## src/rtl/gfx_compositor.sv

```systemverilog
// gfx_compositor
//   Fixed-priority layer compositor sitting between the VGA timing generator
//   and the RGB/sync pins. Layer 0 has the highest priority. The layer enable
//   mask and display mode are shadowed and only updated on a frame-start
//   strobe. Sync and active flags travel through the same pipeline as the
//   colour, so they stay aligned at any depth.
//
// Ports:
//   i_clk, i_reset     system clock, synchronous active-high reset
//   i_pix_clk          pixel strobe (one i_clk wide); all state advances on it
//   i_active           active-video flag
//   i_hs, i_vs         raw active-low syncs
//   i_frame_start      one-strobe pulse at start of vertical blanking
//   i_layer_on         per-layer pixel-hit flags
//   i_layer_rgb        layer k colour at [k*COLOR_W +: COLOR_W]
//   i_layer_mask       requested layer enables (shadowed)
//   i_mode             requested mode (shadowed): normal/solid/bars/debug
//   o_rgb              composited colour
//   o_hs, o_vs         delayed syncs
//   o_active           delayed active flag
//   o_mask_cur         mask currently in effect
module gfx_compositor #(
    parameter int unsigned             NUM_LAYERS  = 4,
    parameter int unsigned             COLOR_W     = 12,
    parameter int unsigned             PIPE_STAGES = 2,
    parameter logic [COLOR_W-1:0]      BG_COLOR    = '0
) (
    input  logic                          i_clk,
    input  logic                          i_reset,
    input  logic                          i_pix_clk,
    input  logic                          i_active,
    input  logic                          i_hs,
    input  logic                          i_vs,
    input  logic                          i_frame_start,
    input  logic [NUM_LAYERS-1:0]         i_layer_on,
    input  logic [NUM_LAYERS*COLOR_W-1:0] i_layer_rgb,
    input  logic [NUM_LAYERS-1:0]         i_layer_mask,
    input  logic [1:0]                    i_mode,
    output logic [COLOR_W-1:0]            o_rgb,
    output logic                          o_hs,
    output logic                          o_vs,
    output logic                          o_active,
    output logic [NUM_LAYERS-1:0]         o_mask_cur
);

    localparam int unsigned CW       = COLOR_W / 3;
    localparam int unsigned DBG_STEP = ((1 << CW) - 1) / NUM_LAYERS;

    typedef enum logic [1:0] {
        MODE_NORMAL = 2'd0,
        MODE_SOLID  = 2'd1,
        MODE_BARS   = 2'd2,
        MODE_DEBUG  = 2'd3
    } mode_e;

    mode_e                   mode_q, mode_d;
    logic [NUM_LAYERS-1:0]   mask_q, mask_d;
    logic [9:0]              x_cnt_q, x_cnt_d;

    logic [COLOR_W-1:0]      rgb_q [PIPE_STAGES];
    logic [COLOR_W-1:0]      rgb_d [PIPE_STAGES];
    logic [PIPE_STAGES-1:0]  hs_q, hs_d;
    logic [PIPE_STAGES-1:0]  vs_q, vs_d;
    logic [PIPE_STAGES-1:0]  act_q, act_d;

    logic [NUM_LAYERS-1:0]   hit;
    logic                    found;
    int unsigned             win;
    logic [CW-1:0]           dbg_ch;
    logic [2:0]              bar;
    logic [COLOR_W-1:0]      pix;

    // Winner selection and stage-1 colour, using the shadowed mask/mode so
    // the frame-start pixel itself is still composited with the old values.
    always_comb begin
        hit   = i_layer_on & mask_q;
        found = 1'b0;
        win   = 0;
        for (int unsigned k = 0; k < NUM_LAYERS; k++) begin
            if (hit[k] && !found) begin
                found = 1'b1;
                win   = k;
            end
        end
        dbg_ch = CW'((win + 1) * DBG_STEP);
        bar    = x_cnt_q[8:6];

        case (mode_q)
            MODE_NORMAL: pix = found ? i_layer_rgb[win*COLOR_W +: COLOR_W] : BG_COLOR;
            MODE_SOLID:  pix = BG_COLOR;
            MODE_BARS:   pix = {{CW{bar[2]}}, {CW{bar[1]}}, {CW{bar[0]}}};
            MODE_DEBUG:  pix = found ? {3{dbg_ch}} : '0;
            default:     pix = BG_COLOR;
        endcase
        if (!i_active) begin
            pix = '0;
        end
    end

    always_comb begin
        mode_d  = mode_q;
        mask_d  = mask_q;
        x_cnt_d = x_cnt_q;
        rgb_d   = rgb_q;
        hs_d    = hs_q;
        vs_d    = vs_q;
        act_d   = act_q;
        if (i_pix_clk) begin
            if (i_frame_start) begin
                mode_d = mode_e'(i_mode);
                mask_d = i_layer_mask;
            end
            if (!i_active) begin
                x_cnt_d = '0;
            end else if (x_cnt_q != '1) begin
                x_cnt_d = x_cnt_q + 10'd1;
            end
            rgb_d[0] = pix;
            hs_d[0]  = i_hs;
            vs_d[0]  = i_vs;
            act_d[0] = i_active;
            for (int unsigned s = 1; s < PIPE_STAGES; s++) begin
                rgb_d[s] = rgb_q[s-1];
                hs_d[s]  = hs_q[s-1];
                vs_d[s]  = vs_q[s-1];
                act_d[s] = act_q[s-1];
            end
        end
    end

    always_ff @(posedge i_clk) begin
        if (i_reset) begin
            mode_q  <= MODE_NORMAL;
            mask_q  <= '1;
            x_cnt_q <= '0;
            rgb_q   <= '{default: '0};
            hs_q    <= '1;
            vs_q    <= '1;
            act_q   <= '0;
        end else begin
            mode_q  <= mode_d;
            mask_q  <= mask_d;
            x_cnt_q <= x_cnt_d;
            rgb_q   <= rgb_d;
            hs_q    <= hs_d;
            vs_q    <= vs_d;
            act_q   <= act_d;
        end
    end

    assign o_rgb      = rgb_q[PIPE_STAGES-1];
    assign o_hs       = hs_q[PIPE_STAGES-1];
    assign o_vs       = vs_q[PIPE_STAGES-1];
    assign o_active   = act_q[PIPE_STAGES-1];
    assign o_mask_cur = mask_q;

endmodule
```

## config.mk

```make
export PLATFORM = sky130hd
export DESIGN_NAME = gfx_compositor
export DESIGN_NICKNAME = d
export VERILOG_FILES = /design/src/rtl/gfx_compositor.sv
export SDC_FILE = /design/constraint.sdc
export NUM_CORES = 1
export LEC_CHECK = 0
export BUFFER_PORTS_ARGS = -buffer_cell sky130_fd_sc_hd__buf_2
export CORE_MARGIN = 2
export CORE_UTILIZATION = 35
export CTS_BUF_LIST = sky130_fd_sc_hd__clkbuf_2
export CTS_CLUSTER_DIAMETER = 40
export DETAILED_ROUTE_END_ITERATION = 7
export PLACE_DENSITY = 0.64
export SYNTH_ARGS = -nofsm -noshare
export SYNTH_HDL_FRONTEND = slang
export SYNTH_SLANG_ARGS = --single-unit
```

## constraint.sdc

```tcl
create_clock -name i_clk -period 6.9 [get_ports i_clk]
set_input_delay 0.69 -clock i_clk [delete_from_list [all_inputs] [get_ports i_clk]]
set_output_delay 0.69 -clock i_clk [all_outputs]
set_load 0.01 [all_outputs]
```

Word level (Yosys, flattened, before mapping)
Cells that the tools add are included.
{ "totals": {"reg_bits": 46, "inputBits": 65, "output_inout_bits": 19, "word_cells": 41} }
{ "classes": {"add_sub_neg": 2, "multipliers": 2, "eq_ne": 5, "shifts": 1, "mux": 13, "bitwise_logic": 1, "n_reduce_logical": 9} }
{ "op_table": {"columns": ["op", "count"], "rows": [
  ["$mux 32", 2],
  ["$pmux 12 s4", 1],
  ["$shiftx 48x33->12", 1],
  ["$mux 12", 3],
  ["$add 32x1->32 const B", 1],
  ["$mul 32x2->30 const B", 1],
  ["$mul 32x2->4 const B", 1],
  ["$mux 10", 2],
  ["$add 10x1->10 const B", 1],
  ["$ne 10x10->1 const B", 1],
  ["$mux 1", 5],
  ["$and 4x4->4", 1],
  ["$eq 2x2->1 const B", 2],
  ["$reduce_and 2->1", 2],
  ["$logic_and 1x1->1", 3],
  ["$logic_not 1->1", 3],
  ["$eq 2x1->1 const B", 1],
  ["$logic_not 2->1", 1],
  ["$ne 2x1->1 const B", 1]
]} }

Depth between registers and ports, before layout
{ "logic_depth": {"ltp_word": 16, "ltp_mapped": 13, "ltp_nobuf": 11} }

Worst setup path before layout
No wires, ideal clock.
{ "synth_timing": {"kind": "input -> register", "startpoint": "input i_layer_on[1]", "endpoint": "register rgb_q[18] in the netlist's numbering", "setup_time_ps": 114, "arrival_time_ps": 2874, "path_slack_ps": 3912, "path_stages": 11, "n_path_buf": 3, "cell_sequence": "and2_4 -> a31oi_4 -> nor2_8 -> buf_2 -> ha_1 -> clkbuf_1 -> nor2_1 -> buf_2 -> nand2_1 -> o2111a_1 -> a2111oi_0"} }
{ "synth_via": {"elab_chain_cells": 14, "elab_cells_between_ends": 20} }
{ "synth_rtl": {"columns": ["item", "line_no", "source"], "rows": [
  ["from (decl)", "35", "input logic [NUM_LAYERS-1:0] i_layer_on,"],
  ["$and 4x4->4 (*)", "76", "hit = i_layer_on & mask_q;"],
  ["$logic_and 1x1->1 (*)", "80", "if (hit[k] && !found) begin"],
  ["$mux 1", "80", null],
  ["$logic_not 1->1", "80", null],
  ["$logic_and 1x1->1", "80", null],
  ["$mux 1", "80", null],
  ["$logic_not 1->1", "80", null],
  ["$logic_and 1x1->1", "80", null],
  ["$mux 32", "80", null],
  ["$add 32x1->32 / $mul 32x2->30 (equally long branches)", "85, 89", null],
  ["$mul 32x2->4 / $shiftx 48x33->12 (equally long branches)", "85, 89", null],
  ["$mux 12 (on tied branches)", "92, 89", null],
  ["$pmux 12 s4 (*)", "88", "case (mode_q)"],
  ["$mux 12 (*)", "95", "if (!i_active) begin"],
  ["to (signal assigned)", "144", "rgb_q <= rgb_d;"],
  ["to (decl)", "60", "logic [COLOR_W-1:0] rgb_q [PIPE_STAGES];"]
]} }
Mark *: on every way between the ends. The rest lies on a longest branch, timed or not.
A chain may end at the register's enable or synchronous reset.

Worst setup path after layout
{ "layout_timing": {"startpoint": "register mask_q[0] (netlist: o_mask_cur[0])", "endpoint": "register rgb_q[15] in the netlist's numbering"} }
{ "layout_via": {"elab_chain_cells": 16, "elab_cells_between_ends": 22} }
{ "layout_rtl": {"columns": ["item", "line_no", "source"], "rows": [
  ["from (decl)", "57", "logic [NUM_LAYERS-1:0] mask_q, mask_d;"],
  ["from (signal assigned)", "142", "mask_q <= mask_d;"],
  ["$and 4x4->4 (*)", "76", null],
  ["$mux 1 (*)", "80", null],
  ["$logic_not 1->1", "80", null],
  ["$logic_and 1x1->1", "80", null],
  ["$mux 1", "80", null],
  ["$logic_not 1->1", "80", null],
  ["$logic_and 1x1->1", "80", null],
  ["$mux 1", "80", null],
  ["$logic_not 1->1", "80", null],
  ["$logic_and 1x1->1", "80", null],
  ["$mux 32", "80", null],
  ["$add 32x1->32 / $mul 32x2->30 (equally long branches)", "85, 89", null],
  ["$mul 32x2->4 / $shiftx 48x33->12 (equally long branches)", "85, 89", null],
  ["$mux 12 (on tied branches)", "92, 89", null],
  ["$pmux 12 s4 (*)", "88", null],
  ["$mux 12 (*)", "95", null]
]} }
Marked as above.

==> results_dict.tcl <==
set metrics [dict create \
    hold_viol_final 0 \
    syn_area_um2 3370 \
    cts-htree-levels 2 \
    synth_xor_xnor_area_share_pct 1.30 \
    worstPathArrival_ns 3.98 \
    max_slew_margin_pct 42.5 \
    path_max_fanout 36 \
    reg2reg_to "rgb_q[15]$_SDFFE_PP0P_" \
    hold-path-cell-count 2 \
    chipWidth_um 102 \
    ys_ff_latch 46 \
    place_inst 603 \
    synth_top_area_cell "dfxtp_1" \
    final_core_util_pct 40.8 \
    cp-start-kind "register" \
    cts_setup_buffers 0 \
    dieHeight_um 102 \
    cts_sinks 46 \
    post_cts_resized 0 \
    place_ws_ns 2.94 \
    grt_overflow 0 \
    grt_max_degree 40 \
    synth_top_family_by_area "compound AO/OA/AOI/OAI gates" \
    dr.pass1.iters 6 \
    gp_congestion 0.941 \
    ys_seq_area_share_pct 27.4 \
    antenna_left 0 \
    worst-path-buf-inv 1 \
    final_area_um2 3790 \
    hold_path_end "hs_q[0]$_SDFFE_PP1P_" \
    via_per_inst 5.96 \
    min_path_type "in -> reg" \
    synth_most_common_cell "dfxtp_1" \
    tritoncts "done" \
    peakVddDrop_mv 0.0877 \
    post_drt_wl_per_cell_um 16.9 \
    ys_warn_count 0 \
    tightest_slew_ns 0.860 \
    worst_path_largest_cell_delay_ns 0.53 \
    num_rows 35 \
    slew_violations 0 \
    dp_hpwl_um 7760 \
    placement.io_buffers 83 \
    pwr_density_cell_nw_per_um2 174 \
    root_buffer "clkbuf_2" \
    setup_viol 0 \
    synth_enable_flop_cells 0 \
    nets 550 \
    reg2reg_setup_slack_ns 3.28 \
    total_power_mw 0.660 \
    clk_pin_slew_worst_paths_ns 0.23 \
    cpMostUsedCell "nand2b_1" \
    status "complete, no violations" \
    synth_compound_area_share_pct 29.4 \
    synthMuxAreaShare_pct 9.22 \
    start_util_pct 36.3 \
    max_freq_mhz 276 \
    cp-end-kind "register" \
    vias 3641 \
    path_cells "and2_1, nor2_8, inv_2, ha_1, nand2b_1, nand2b_1, a211oi_1, or4_1, o21ai_1" \
    min_from "i_hs" \
    crit_family "simple AND/OR/NAND/NOR gates" \
    synth-simple-area-share_pct 23.9 \
    cts_buffers 5 \
    syn_nets 498 \
    r2r_start "o_mask_cur[0]$_SDFFE_PP1P_" \
    ys_top_cells_by_area "dfxtp_1 (27%), mux2i_1 (6.5%), a21oi_1 (5.4%), a211oi_1 (4.0%), nor2_1 (3.9%)" \
    synth_cell_types 61 \
    fin_tns_setup_ns 0 \
    min_period_ns 3.62 \
    rsz0062_at_grt "no" \
    io-pin-count 84 \
    holdBufCountCts 0 \
    drt_wl_total_um 10300 \
    dpl_cell_area_um2 3720 \
    layoutNonFillerInstCount 611 \
    leakage_nw 1.58 \
    yosysTopAreaCellShare_pct 27.4 \
    grt_pass1_wl_um 16100 \
    period_share_pct 52.5 \
    finClkSkew_ns 0.00669 \
    synthTopCellsByCount "dfxtp_1 (46), a21oi_1 (36), nor2_1 (35)" \
    synthFlopType "dfxtp_1" \
    area_growth_pct 12.7 \
    cpMaxStageDelayCell "or4_1" \
    drive_gt1_share_pct 23.0 \
    die_area_um2 10400 \
    async_reset_ff_share_pct 0 \
    antenna_found_initial 0 \
    grt_pass1_vias 3252 \
    synth.avg_cell_area_um2 7.85 \
    rr_worst_depth 9 \
    synthesis.instances 429 \
    crit_type "reg -> reg" \
    first_iter_violations 389 \
    clk_path_buf_depth 2 \
    crit_required_ns 7.26 \
    synthAdderAreaFrac_pct 1.49 \
    core_um2 9280 \
    n_antenna_cell 0 \
    drv.max_cap_violation_count 0 \
    fillers 1021 \
    drt_drc_violations_left 0 \
    clkLatencyLatePin_ns 0.40 \
    layout_setup_ws_ns 3.28 \
    fin_hold_ws_ns 0.476 \
    track_usage_pct 19.2 \
]
state kept, by name, summed over array words and instances, names as in the netlist:
name and cells:
act_q 2, hs_q 2, mode_q 2, o_mask_cur 4, o_rgb 12, rgb_q 12, vs_q 2, x_cnt_q 10
how the worst max path moves through the flow:
stage,from,depth (start not counted),end
2_1_floorplan,i_layer_on[1],11,rgb_q[18]$_SDFFE_PP0P_
3_3_place_gp,i_layer_on[1],12,rgb_q[14]$_SDFFE_PP0P_
3_5_place_dp,i_layer_on[1],12,rgb_q[14]$_SDFFE_PP0P_
4_1_cts,o_mask_cur[0]$_SDFFE_PP1P_,10,rgb_q[14]$_SDFFE_PP0P_
5_1_grt,o_mask_cur[0]$_SDFFE_PP1P_,10,rgb_q[14]$_SDFFE_PP0P_
6_report,o_mask_cur[0]$_SDFFE_PP1P_,9,rgb_q[15]$_SDFFE_PP0P_
cell type report:
| class | instances | area (um2) | area share [%] |
|---|---|---|---|
| Inverter | 8 | 30.0 | 0.792 |
| Clock inverter | 2 | 37.5 | 0.990 |
| Timing Repair Buffer | 83 | 415 | 11.0 |
| Tap cell | 129 | 161 | 4.26 |
| Sequential cell | 46 | 921 | 24.3 |
| Clock buffer | 6 | 30.0 | 0.792 |
| Multi-Input combinational cell | 337 | 2200 | 57.9 |
power breakdown:
group	leakage (nW)	internal [mW]	switching, mW	total, mW
registers	0.375	0.280	0.0107	0.290
logic	1.16	0.0840	0.138	0.222
clock network	0.0392	0.0626	0.0853	0.148
total	1.58	0.426	0.234	0.660
cells by family (layout without fill, tap and decap cells):
family | after synthesis | in the layout
AO/OA/AOI/OAI | 141 | 141
adder cells (fa/ha/maj) | 4 | 4
AND/OR/NAND/NOR | 157 | 157
buffers and inverters | 46 | 99
XOR/XNOR | 5 | 5
multiplexers | 30 | 30
flip-flops | 46 | 46
cell usage in the layout, fill, tap and decap left out, drive strengths merged, types with 4 or more instances in the layout:
cell type | synthesis | layout
clkbuf | 14 | 6
nand2 | 32 | 32
a21o | 7 | 7
nor2b | 8 | 8
a211oi | 18 | 18
mux2i | 22 | 22
nand4 | 8 | 8
a311oi | 4 | 4
nand3 | 14 | 14
nor3 | 14 | 14
dfxtp | 46 | 46
inv | 8 | 8
or3 | 6 | 6
nand2b | 5 | 5
a31oi | 5 | 5
o221a | 4 | 4
o21ai | 20 | 20
o22ai | 7 | 7
a211o | 9 | 9
a21oi | 36 | 36
nor4 | 7 | 7
and3 | 19 | 19
and2 | 4 | 4
ha | 4 | 4
nor2 | 36 | 36
buf | 24 | 83
mux2 | 8 | 8
layer usage:
layer / global-route usage [%] / share of wire, % / vias to the layer above / wire length [um]
met1: 27.0 / 45 / 1703 / 4610
met4: 5.54 / 2.5 / 0 / 259
li1: - / - / 1730 / -
met5: 0 / 0 / - / 0
met2: 30.3 / 46 / 182 / 4780
met3: 3.08 / 6.8 / 26 / 699
Power figures use the tool's default switching activity.
